==> src/rtl/load_store_unit_if.sv <==
// Bundles for the load/store unit: the execute-stage request/response channel
// and the word-wide memory bus.
interface lsu_req_if;
  logic        req_valid;
  logic        req_ready;
  logic        is_store;
  logic [2:0]  funct3;
  logic [31:0] addr;
  logic [31:0] wdata;
  logic        resp_valid;
  logic [31:0] resp_rdata;
  logic [1:0]  resp_err;

  // Handshake: a request transfers on a rising edge where req_valid and
  // req_ready are both 1; resp_valid is a single-cycle pulse that cannot stall.
  modport master (
    output req_valid, is_store, funct3, addr, wdata,
    input  req_ready, resp_valid, resp_rdata, resp_err
  );
  modport slave (
    input  req_valid, is_store, funct3, addr, wdata,
    output req_ready, resp_valid, resp_rdata, resp_err
  );
endinterface

interface lsu_mem_if;
  logic        mem_req;
  logic        mem_we;
  logic [31:0] mem_addr;
  logic [3:0]  mem_wstrb;
  logic [31:0] mem_wdata;
  logic        mem_ack;
  logic [31:0] mem_rdata;

  modport master (
    output mem_req, mem_we, mem_addr, mem_wstrb, mem_wdata,
    input  mem_ack, mem_rdata
  );
  modport slave (
    input  mem_req, mem_we, mem_addr, mem_wstrb, mem_wdata,
    output mem_ack, mem_rdata
  );
endinterface

==> src/rtl/load_store_unit.sv <==
// RV32I load/store unit: decodes width/alignment, issues one word access,
// extends load data and reports ok / misaligned / timeout / illegal.
module load_store_unit #(
  parameter int unsigned TIMEOUT = 16
) (
  input  logic       clk,
  input  logic       rst,
  lsu_req_if.slave   req,
  lsu_mem_if.master  mem,
  output logic [1:0] dbg_state_o
);

  typedef enum logic [1:0] {
    IDLE = 2'd0,
    REQ  = 2'd1,
    RESP = 2'd2
  } state_e;

  localparam logic [1:0] ERR_OK  = 2'b00;
  localparam logic [1:0] ERR_MIS = 2'b01;
  localparam logic [1:0] ERR_TMO = 2'b10;
  localparam logic [1:0] ERR_ILL = 2'b11;
  localparam logic [7:0] CNT_LAST = 8'(TIMEOUT - 1);

  state_e      state_q, state_d;
  logic [7:0]  cnt_q, cnt_d;
  logic        store_q, store_d;
  logic [2:0]  f3_q, f3_d;
  logic [31:0] addr_q, addr_d;
  logic [31:0] wdata_q, wdata_d;
  logic [31:0] rdata_q, rdata_d;
  logic [1:0]  err_q, err_d;

  logic        illegal, misaligned;
  logic [7:0]  lane_byte;
  logic [15:0] lane_half;
  logic [31:0] load_ext;
  logic [3:0]  st_strb;
  logic [31:0] st_data;

  // Illegal takes priority, so misalignment only matters for legal codes.
  always_comb begin
    illegal    = 1'b0;
    misaligned = 1'b0;
    case (req.funct3)
      3'b000: begin
      end
      3'b001: misaligned = req.addr[0];
      3'b010: misaligned = |req.addr[1:0];
      3'b100: illegal = req.is_store;
      3'b101: begin
        illegal    = req.is_store;
        misaligned = req.addr[0];
      end
      default: illegal = 1'b1;
    endcase
  end

  always_comb begin
    lane_byte = mem.mem_rdata[7:0];
    case (addr_q[1:0])
      2'd0: lane_byte = mem.mem_rdata[7:0];
      2'd1: lane_byte = mem.mem_rdata[15:8];
      2'd2: lane_byte = mem.mem_rdata[23:16];
      2'd3: lane_byte = mem.mem_rdata[31:24];
      default: lane_byte = mem.mem_rdata[7:0];
    endcase
    lane_half = addr_q[1] ? mem.mem_rdata[31:16] : mem.mem_rdata[15:0];
    case (f3_q)
      3'b000:  load_ext = {{24{lane_byte[7]}}, lane_byte};
      3'b100:  load_ext = {24'd0, lane_byte};
      3'b001:  load_ext = {{16{lane_half[15]}}, lane_half};
      3'b101:  load_ext = {16'd0, lane_half};
      default: load_ext = mem.mem_rdata;
    endcase
  end

  always_comb begin
    case (f3_q)
      3'b000: begin
        st_strb = 4'b0001 << addr_q[1:0];
        st_data = {4{wdata_q[7:0]}};
      end
      3'b001: begin
        st_strb = 4'b0011 << addr_q[1:0];
        st_data = {2{wdata_q[15:0]}};
      end
      default: begin
        st_strb = 4'b1111;
        st_data = wdata_q;
      end
    endcase
  end

  always_comb begin
    state_d = state_q;
    cnt_d   = cnt_q;
    store_d = store_q;
    f3_d    = f3_q;
    addr_d  = addr_q;
    wdata_d = wdata_q;
    rdata_d = rdata_q;
    err_d   = err_q;
    case (state_q)
      IDLE: begin
        if (req.req_valid) begin
          store_d = req.is_store;
          f3_d    = req.funct3;
          addr_d  = req.addr;
          wdata_d = req.wdata;
          rdata_d = 32'd0;
          cnt_d   = 8'd0;
          if (illegal) begin
            err_d   = ERR_ILL;
            state_d = RESP;
          end else if (misaligned) begin
            err_d   = ERR_MIS;
            state_d = RESP;
          end else begin
            err_d   = ERR_OK;
            state_d = REQ;
          end
        end
      end
      REQ: begin
        // An ack in the last counted cycle still completes normally.
        if (mem.mem_ack) begin
          rdata_d = store_q ? 32'd0 : load_ext;
          err_d   = ERR_OK;
          state_d = RESP;
        end else if (cnt_q == CNT_LAST) begin
          rdata_d = 32'd0;
          err_d   = ERR_TMO;
          state_d = RESP;
        end else begin
          cnt_d = cnt_q + 8'd1;
        end
      end
      RESP: state_d = IDLE;
      default: state_d = IDLE;
    endcase
  end

  always_ff @(posedge clk) begin
    if (rst) begin
      state_q <= IDLE;
      cnt_q   <= 8'd0;
      store_q <= 1'b0;
      f3_q    <= 3'd0;
      addr_q  <= 32'd0;
      wdata_q <= 32'd0;
      rdata_q <= 32'd0;
      err_q   <= ERR_OK;
    end else begin
      state_q <= state_d;
      cnt_q   <= cnt_d;
      store_q <= store_d;
      f3_q    <= f3_d;
      addr_q  <= addr_d;
      wdata_q <= wdata_d;
      rdata_q <= rdata_d;
      err_q   <= err_d;
    end
  end

  // Bus and response outputs are gated by state, so reset alone zeroes them.
  assign mem.mem_req    = (state_q == REQ);
  assign mem.mem_we     = (state_q == REQ) && store_q;
  assign mem.mem_addr   = (state_q == REQ) ? {addr_q[31:2], 2'b00} : 32'd0;
  assign mem.mem_wstrb  = ((state_q == REQ) && store_q) ? st_strb : 4'd0;
  assign mem.mem_wdata  = ((state_q == REQ) && store_q) ? st_data : 32'd0;

  assign req.req_ready  = (state_q == IDLE) && !rst;
  assign req.resp_valid = (state_q == RESP);
  assign req.resp_err   = (state_q == RESP) ? err_q : ERR_OK;
  assign req.resp_rdata = (state_q == RESP) ? rdata_q : 32'd0;

  assign dbg_state_o = state_q;

endmodule

==> src/flat_wrapper.sv <==
// flat-port wrapper written by rule: the top's interface ports become plain ports
module load_store_unit_flat 
#(
  parameter int unsigned TIMEOUT = 16
)
  (clk, rst, dbg_state_o, req_req_valid, req_is_store, req_funct3, req_addr, req_wdata, req_req_ready, req_resp_valid, req_resp_rdata, req_resp_err, mem_mem_req, mem_mem_we, mem_mem_addr, mem_mem_wstrb, mem_mem_wdata, mem_mem_ack, mem_mem_rdata);
  lsu_req_if req_i ();
  lsu_mem_if mem_i ();
  input  logic clk;
  input  logic rst;
  output logic [1:0] dbg_state_o;
  input wire logic [$bits(req_i.req_valid)-1:0] req_req_valid;
  input wire logic [$bits(req_i.is_store)-1:0] req_is_store;
  input wire logic [$bits(req_i.funct3)-1:0] req_funct3;
  input wire logic [$bits(req_i.addr)-1:0] req_addr;
  input wire logic [$bits(req_i.wdata)-1:0] req_wdata;
  output wire logic [$bits(req_i.req_ready)-1:0] req_req_ready;
  output wire logic [$bits(req_i.resp_valid)-1:0] req_resp_valid;
  output wire logic [$bits(req_i.resp_rdata)-1:0] req_resp_rdata;
  output wire logic [$bits(req_i.resp_err)-1:0] req_resp_err;
  output wire logic [$bits(mem_i.mem_req)-1:0] mem_mem_req;
  output wire logic [$bits(mem_i.mem_we)-1:0] mem_mem_we;
  output wire logic [$bits(mem_i.mem_addr)-1:0] mem_mem_addr;
  output wire logic [$bits(mem_i.mem_wstrb)-1:0] mem_mem_wstrb;
  output wire logic [$bits(mem_i.mem_wdata)-1:0] mem_mem_wdata;
  input wire logic [$bits(mem_i.mem_ack)-1:0] mem_mem_ack;
  input wire logic [$bits(mem_i.mem_rdata)-1:0] mem_mem_rdata;
  assign req_i.req_valid = req_req_valid;
  assign req_i.is_store = req_is_store;
  assign req_i.funct3 = req_funct3;
  assign req_i.addr = req_addr;
  assign req_i.wdata = req_wdata;
  assign req_req_ready = req_i.req_ready;
  assign req_resp_valid = req_i.resp_valid;
  assign req_resp_rdata = req_i.resp_rdata;
  assign req_resp_err = req_i.resp_err;
  assign mem_mem_req = mem_i.mem_req;
  assign mem_mem_we = mem_i.mem_we;
  assign mem_mem_addr = mem_i.mem_addr;
  assign mem_mem_wstrb = mem_i.mem_wstrb;
  assign mem_mem_wdata = mem_i.mem_wdata;
  assign mem_i.mem_ack = mem_mem_ack;
  assign mem_i.mem_rdata = mem_mem_rdata;
  load_store_unit #(.TIMEOUT(TIMEOUT)) u_core (.clk(clk), .rst(rst), .req(req_i), .mem(mem_i), .dbg_state_o(dbg_state_o));
endmodule
==> config.mk <==
export PLATFORM = sky130hd
export DESIGN_NAME = load_store_unit_flat
export DESIGN_NICKNAME = d
export VERILOG_FILES = /design/src/rtl/load_store_unit_if.sv /design/src/rtl/load_store_unit.sv /design/src/flat_wrapper.sv
export SDC_FILE = /design/constraint.sdc
export NUM_CORES = 1
export LEC_CHECK = 0
export ABC_CLOCK_PERIOD_IN_PS = 4500
export BUFFER_PORTS_ARGS = -buffer_cell sky130_fd_sc_hd__buf_4
export CAP_MARGIN = 20
export CORE_MARGIN = 10
export CORE_UTILIZATION = 53
export DETAILED_ROUTE_END_ITERATION = 10
export GPL_TIMING_DRIVEN = 1
export PLACE_DENSITY = 0.87
export SLEW_MARGIN = 25
export SYNTH_ARGS = -nofsm -noshare
export SYNTH_HDL_FRONTEND = slang
export SYNTH_SLANG_ARGS = --single-unit
==> constraint.sdc <==
create_clock -name clk -period 4.5 [get_ports clk]
set_input_delay 0.675 -clock clk [delete_from_list [all_inputs] [get_ports clk]]
set_output_delay 0.675 -clock clk [all_outputs]
set_load 0.005 [all_outputs]
==> run metrics, run 1 <==
Num CTS Buffers=9; Worst Hold Class=reg2reg; antenna diode count=0; I/O Buffers=209; Worst Setup Start Kind=register; root buffer cell=clkbuf_8; Max Root-Sink Buffers=2; status=completed; routability congestion estimate=0.907; Min-Delay Path Depth=2; worst hold start=u_core.addr_q[11]; Crit Path Max Fanout=29; TritonCTS Sinks=112; first-pass GRT wire length=29000 µm; Cell Rows=37; Final min period=3.15 ns; register area share after synthesis=39.8%; worst endpoint required time=3.83 ns; Max rail drop VDD=174 µV; Reg clk slew, reported paths=0.10 ns; max-cap viol count=0; met1 GRT Util=27.7%; DRC Markers=0; Most Crowded Layer GR=met2; asr flop ratio synth=0%; CTS tree=yes; setup tns final=0 ns; dpl ws=1.68 ns; Static Leak=3.23 nW; Max Fclk=317 MHz; initial antenna violation count=0; Via Count=5803; sink of the worst hold path=u_core.addr_q[11]; total core area=10300 µm²; WL per Instance=18.2 µm; Reg area=2240 µm²; total routed wirelength=18700 µm; worst-margin pin slew=1.05 ns; Mean Syn Cell Area=7.79 µm²; worst setup margin=1.35 ns; WP data arrival=2.48 ns; placed wire-length estimate=13800 µm; CP startpoint=u_core.dbg_state_o[0]; Hold Vio Cnt, Final=0; starting density of the core=54.6%; share of cells above drive strength 1=29.4%; final setup violation count=0; via/cell ratio=5.65; #FFs+latches synth=112; Detailed Routing Iterations Pass 1=6; Die Wd=123 µm; multi-input logic area=3050 µm²; met3 Resource Use GR=9.07%; CTS H-tree depth=3; Die Height=123 µm; RSZ-0062 raised after global routing=no; R2R setup slack=2.02 ns; synth unique cells=56; R2R Path Start=u_core.dbg_state_o[0]; largest net degree at the start of global routing=78; Post-synth EDFFs=0; Initial DRC Count=602; fillers=821; Final ANT Viol Nets=0; Max-Slew Margin vs Limit=30.1%; number of global-route vias before repair=5679; Worst R2R Path Depth=4; CP Class=reg2out; total global-route track usage=23.5%; Post-CTS Resized=0; fraction of the cycle the final worst path needs=70.1%; fin. max-slew vios=0; Clock Skew=0.0170 ns; die area=15100 µm²; Top FF cell, synth=dfxtp_1; grt total ovfl=0; pwr dens=278 nW/µm²; setup bufs post-CTS=0; mapped cell area=5630 µm²; end of the worst register-to-register path=u_core.rdata_q[27]; worst-skew pair later-pin latency=0.37 ns; Cells after Synth=723; Synth-to-Final Area Change=30.6%; M2 GR Usage=38.5%; CP Capture Type=output port; Post-CTS Hold Fix Bufs=0; number of top-level pins=212; Synth warnings=0; Total Nets Final=991
==> synth_stat cells (all sizes together), types with 7 or more instances <==
| library cell | count | area share [%] |
|---|---|---|
| nand2 | 172 | 11 |
| dfxtp | 112 | 40 |
| a21oi | 97 | 8.7 |
| and2 | 65 | 7.2 |
| clkbuf | 51 | 3.4 |
| nor2 | 31 | 2.1 |
| a221o | 19 | 3.6 |
| inv | 16 | 1.1 |
| buf | 14 | 1.9 |
| o21ai | 13 | 1.2 |
| mux2i | 12 | 2.1 |
| a211oi | 9 | 1.2 |
| and3 | 9 | 1.0 |
| a21o | 8 | 1.1 |
| a2111oi | 7 | 1.5 |
| mux2 | 7 | 1.4 |
| nor3 | 7 | 0.62 |
| o22ai | 7 | 0.78 |
| xnor2 | 7 | 1.1 |
==> routing by layer <==
metal | share of wire [%] | vias up
met4 | 2.1 | 0
met5 | 0 | -
met2 | 47 | 278
met3 | 12 | 39
li1 | - | 2779
met1 | 39 | 2707
==> worst max path at each step <==
stage | end | slack (ns) | depth (start not counted)
finish | mem_mem_wdata[30] | 1.35 | 5
global route | mem_mem_wdata[30] | 1.08 | 5
CTS | mem_mem_wdata[28] | 1.39 | 5
detailed placement | u_core.rdata_q[23] | 1.68 | 4
global placement | u_core.rdata_q[30] | 1.78 | 4
floorplan | mem_mem_wdata[10] | 2.39 | 7
==> worst max-delay path, stage by stage (launching register included) <==
cell	delay, ns
dfxtp_1	0.55
nand2b_1	0.18
inv_1	0.12
nand2_1	0.56
a211oi_1	0.51
buf_4	0.19
==> area by class of cell <==
type	instances	area share (%)
well taps	136	2.31
multi-input cells	531	41.5
repair buffers	216	22.2
clock inverters	4	0.731
clock buffers	12	1.97
flip-flops and latches	112	30.5
inverters	16	0.816
==> report_power, final <==
group          switching, W  total, W  leakage, nW  internal, W
registers         0.0000487   0.00109        0.915      0.00104
clock network      0.000333  0.000607       0.0928     0.000275
logic              0.000196  0.000350         2.23     0.000154
total              0.000577   0.00205         3.23      0.00147
==> layout by cell type, fill, tap and decap left out, drive strengths merged, types with 7 or more instances in the layout <==
cell / count
a221o: 19
nand2: 172
buf: 216
and2: 65
xnor2: 7
o22ai: 7
dfxtp: 112
a21o: 8
a2111oi: 7
o21ai: 13
mux2i: 12
a21oi: 97
inv: 16
mux2: 7
a211oi: 9
nor2: 31
and3: 9
clkbuf: 12
nor3: 7
==> state kept, by name, indices dropped and copies added, names as in the netlist <==
| signal | cells |
|---|---|
| u_core.addr_q | 32 |
| u_core.rdata_q | 32 |
| u_core.wdata_q | 32 |
| u_core.cnt_q | 8 |
| u_core.f3_q | 3 |
| u_core.dbg_state_o | 2 |
| u_core.err_q | 2 |
| u_core.store_q | 1 |
==> metrics by stage <==
stage          area [µm²]  total power [W]  cells  hold WS [ns]  utilization (%)
6_report             7360          0.00205   1027         0.454             71.3
5_1_grt              7360          0.00214   1027         0.478             71.3
3_3_place_gp         7150          0.00144   1011         0.426             69.2
4_1_cts              7360          0.00205   1027         0.456             71.3
2_1_floorplan        5640          0.00131    724         0.418                -
3_5_place_dp         7160          0.00146   1011         0.432             69.3
==> cells by family (layout without fill, tap and decap cells) <==
logic type	count (synthesis)	after routing	synth area share, %
AOI/OAI and AO/OA	184	184	21.8
xor gates and xnor gates	7	7	1.09
adders and majority gates	1	1	0.222
buffers and inverters	81	248	6.38
DFF	112	112	39.8
muxes	21	21	4.33
other	1	2	0.0666
and+or+nand+nor	316	316	26.3
No activity file was read; power rests on OpenSTA's default activity.
==> inputs of run 2 (changes only) <==
Settings changed: ABC_AREA set to 1, ABC_CLOCK_PERIOD_IN_PS 4500 to 3100, CORE_UTILIZATION 53 to 50, PLACE_DENSITY 0.87 to 0.82.
Clock period 4.5 ns to 3.1 ns, I/O delays scaled along.
==> run 2 against run 1 <==
  * Worst setup slack got worse by 1.1 ns
  * Die area up 9.1%
  * Final cell count rose by 21%
  * Clock power grew 89%
  * Wire length rose by 4.0%
  * First-iteration DRC count is 17% lower
  * Via count grew 11%
  * Synthesized area is 4.7% higher
  * Sequential power increased by 46%
  * Largest cell class unchanged
==> run metrics, run 2 <==
Final min period=2.86 ns; Net Sw Frac=29.6%; max-cap viol count=0; Synth warnings=0; Worst Setup Start Kind=register; sequential power share=46.7%; synth top area cells=dfxtp_1 (38%), nor2_1 (13%), a21oi_1 (9.2%); most common cell in the synthesized netlist=nor2_1; Post-CTS Hold Fix Bufs=0; Logic pwr share=19.4%; Post-CTS Resized=0; antenna diode count=0; #FFs+latches synth=112; Final ANT Viol Nets=0; Post-synth EDFFs=0; Worst Hold Class=in2reg; dominant cell type by area after synthesis=dfxtp_1; grt total ovfl=0; CTS tree=yes; fraction of the cycle the final worst path needs=92.3%; Mean Syn Cell Area=6.41 µm²; worst endpoint required time=2.63 ns; utilization after layout=67.3%; Int Power=0.00240 W; Max rail drop VDD=460 µV; Static Leak=3.51 nW; Die Wd=129 µm; initial antenna violation count=0; Synth top area share=38.0%; total core area=11500 µm²; via/cell ratio=5.18; Cell Rows=39; register area share after synthesis=38.0%; most frequent cells in the layout=buf_4 (217), nor2_1 (208), nand2_1 (140), inv_1 (112), dfxtp_1 (112); share of cells above drive strength 1=24.5%; I/O Buffers=209; Hold Vio Cnt, Final=0; total routed wirelength=19400 µm; Via Count=6420; Reg area=2240 µm²; starting density of the core=51.4%; Max Fclk=349 MHz; Max-Slew Margin vs Limit=61.1%; worst-skew pair later-pin latency=0.36 ns; Largest regs=u_core.addr_q: 32 flops, u_core.rdata_q: 32 flops, u_core.wdata_q: 32 flops; synth unique cells=36; WL per Instance=15.7 µm; commonest non-fill, non-tap cell in the layout=buf_4; NetSw=0.00101 W; first-pass GRT wire length=30800 µm; final setup violation count=0; Area after DPL=7430 µm²; routability congestion estimate=0.929; Initial DRC Count=498; clock share of power=33.9%; setup bufs post-CTS=0; number of top-level pins=212; final hold slack=0.352 ns; number of global-route vias before repair=6085; die area=16500 µm²; Clock Skew=0.00687 ns; Num CTS Buffers=9; Cells after Synth=920; worst setup margin=0.238 ns; mapped cell area=5890 µm²; final instance area=7720 µm²; fin. max-slew vios=0; Total Nets Final=1198; Die Height=129 µm; fillers=1075; WP data arrival=2.40 ns; status=completed; CP Class=reg2out; pwr dens=441 nW/µm²; asr flop ratio synth=0%; Detailed Routing Iterations Pass 1=5; Top FF cell, synth=dfxtp_1; largest net degree at the start of global routing=67; CTS H-tree depth=3; Reg clk slew, reported paths=0.08 ns; total global-route track usage=22.6%; worst-margin pin slew=0.583 ns; CP Capture Type=output port; root buffer cell=clkbuf_16; multi-input logic area=2920 µm²; placed wire-length estimate=14600 µm; DRC Markers=0; Synth-to-Final Area Change=30.9%; TritonCTS Sinks=112; RSZ-0062 raised after global routing=no; Crit Path Max Fanout=35; Max Root-Sink Buffers=2; setup tns final=0 ns; synth cell count leaders=nor2_1 (208), nand2_1 (140), dfxtp_1 (112), inv_1 (112), a21oi_1 (108); dpl ws=0.557 ns
run 2: changes by cell type in the layout (fill, tap and decap cells not counted), moves of 10 or more:
cell	change
clkbuf_8	-10
a221o_2	-10
nand2_1	-32
nand2_2	+14
nor2_1	+177
inv_1	+96
o21ai_0	+74
nand3_1	+22
a21oi_1	+12
and2_1	-64
mux2i_1	-12
run 2: cell families after synthesis:
family / count (synthesis) / synth area share (%)
fa+ha+maj: 1 / 0.212
flops: 112 / 38.0
other cells: 1 / 0.0636
compound gates: 230 / 21.2
simple gates: 399 / 27.8
buf+inv: 176 / 12.5
xor+xnor: 1 / 0.149
run 2: routing by layer:
layer	part of all wire (%)	GRT usage, %	vias up
met5	0	0	-
met4	2.0	6.75	0
met3	12	11.6	32
met2	47	37.1	280
met1	39	25.1	2867
li1	-	-	3241
run 2: power by group through the flow:
stage / logic, W / registers, W / clock network [W]
final: 0.000661 / 0.00159 / 0.00115
after global routing: 0.000745 / 0.00160 / 0.00121
after CTS: 0.000658 / 0.00159 / 0.00117
after detailed placement: 0.000656 / 0.00162 / 0
after global placement: 0.000645 / 0.00162 / 0
after floorplan: 0.000449 / 0.00159 / 0
run 2: critical path: stages, from the launching register on:
cell and delay, ns:
dfxtp_1 0.46, nand2_4 0.27, inv_4 0.19, nand2_1 0.36
inv_4 0.31, o221ai_1 0.18, nor2_1 0.12, buf_4 0.12
run 2: area by class of cell:
type | count | area share [%]
Clock inverter | 4 | 0.729
Clock buffer | 10 | 2.97
Timing Repair Buffer | 217 | 21.1
Sequential cell | 112 | 29.0
Multi-Input combinational cell | 633 | 37.9
Inverter | 120 | 5.97
Tap cell | 143 | 2.32
run 2: final timing paths:
path         cells after the start  slack [ns]            endpoint                  start
max                              7        0.24    mem_mem_wdata[8]  u_core.dbg_state_o[0]
min                              3        0.35  u_core.wdata_q[22]          req_wdata[22]
max reg2reg                      6        1.03   u_core.rdata_q[7]  u_core.dbg_state_o[0]
min reg2reg                      2        0.45    u_core.addr_q[8]       u_core.addr_q[8]
run 2: metrics by stage:
step | std cells | total power, W
global placement | 1225 | 0.00227
detailed placement | 1225 | 0.00228
floorplan | 921 | 0.00204
CTS | 1239 | 0.00341
global route | 1239 | 0.00356
finish | 1239 | 0.00340
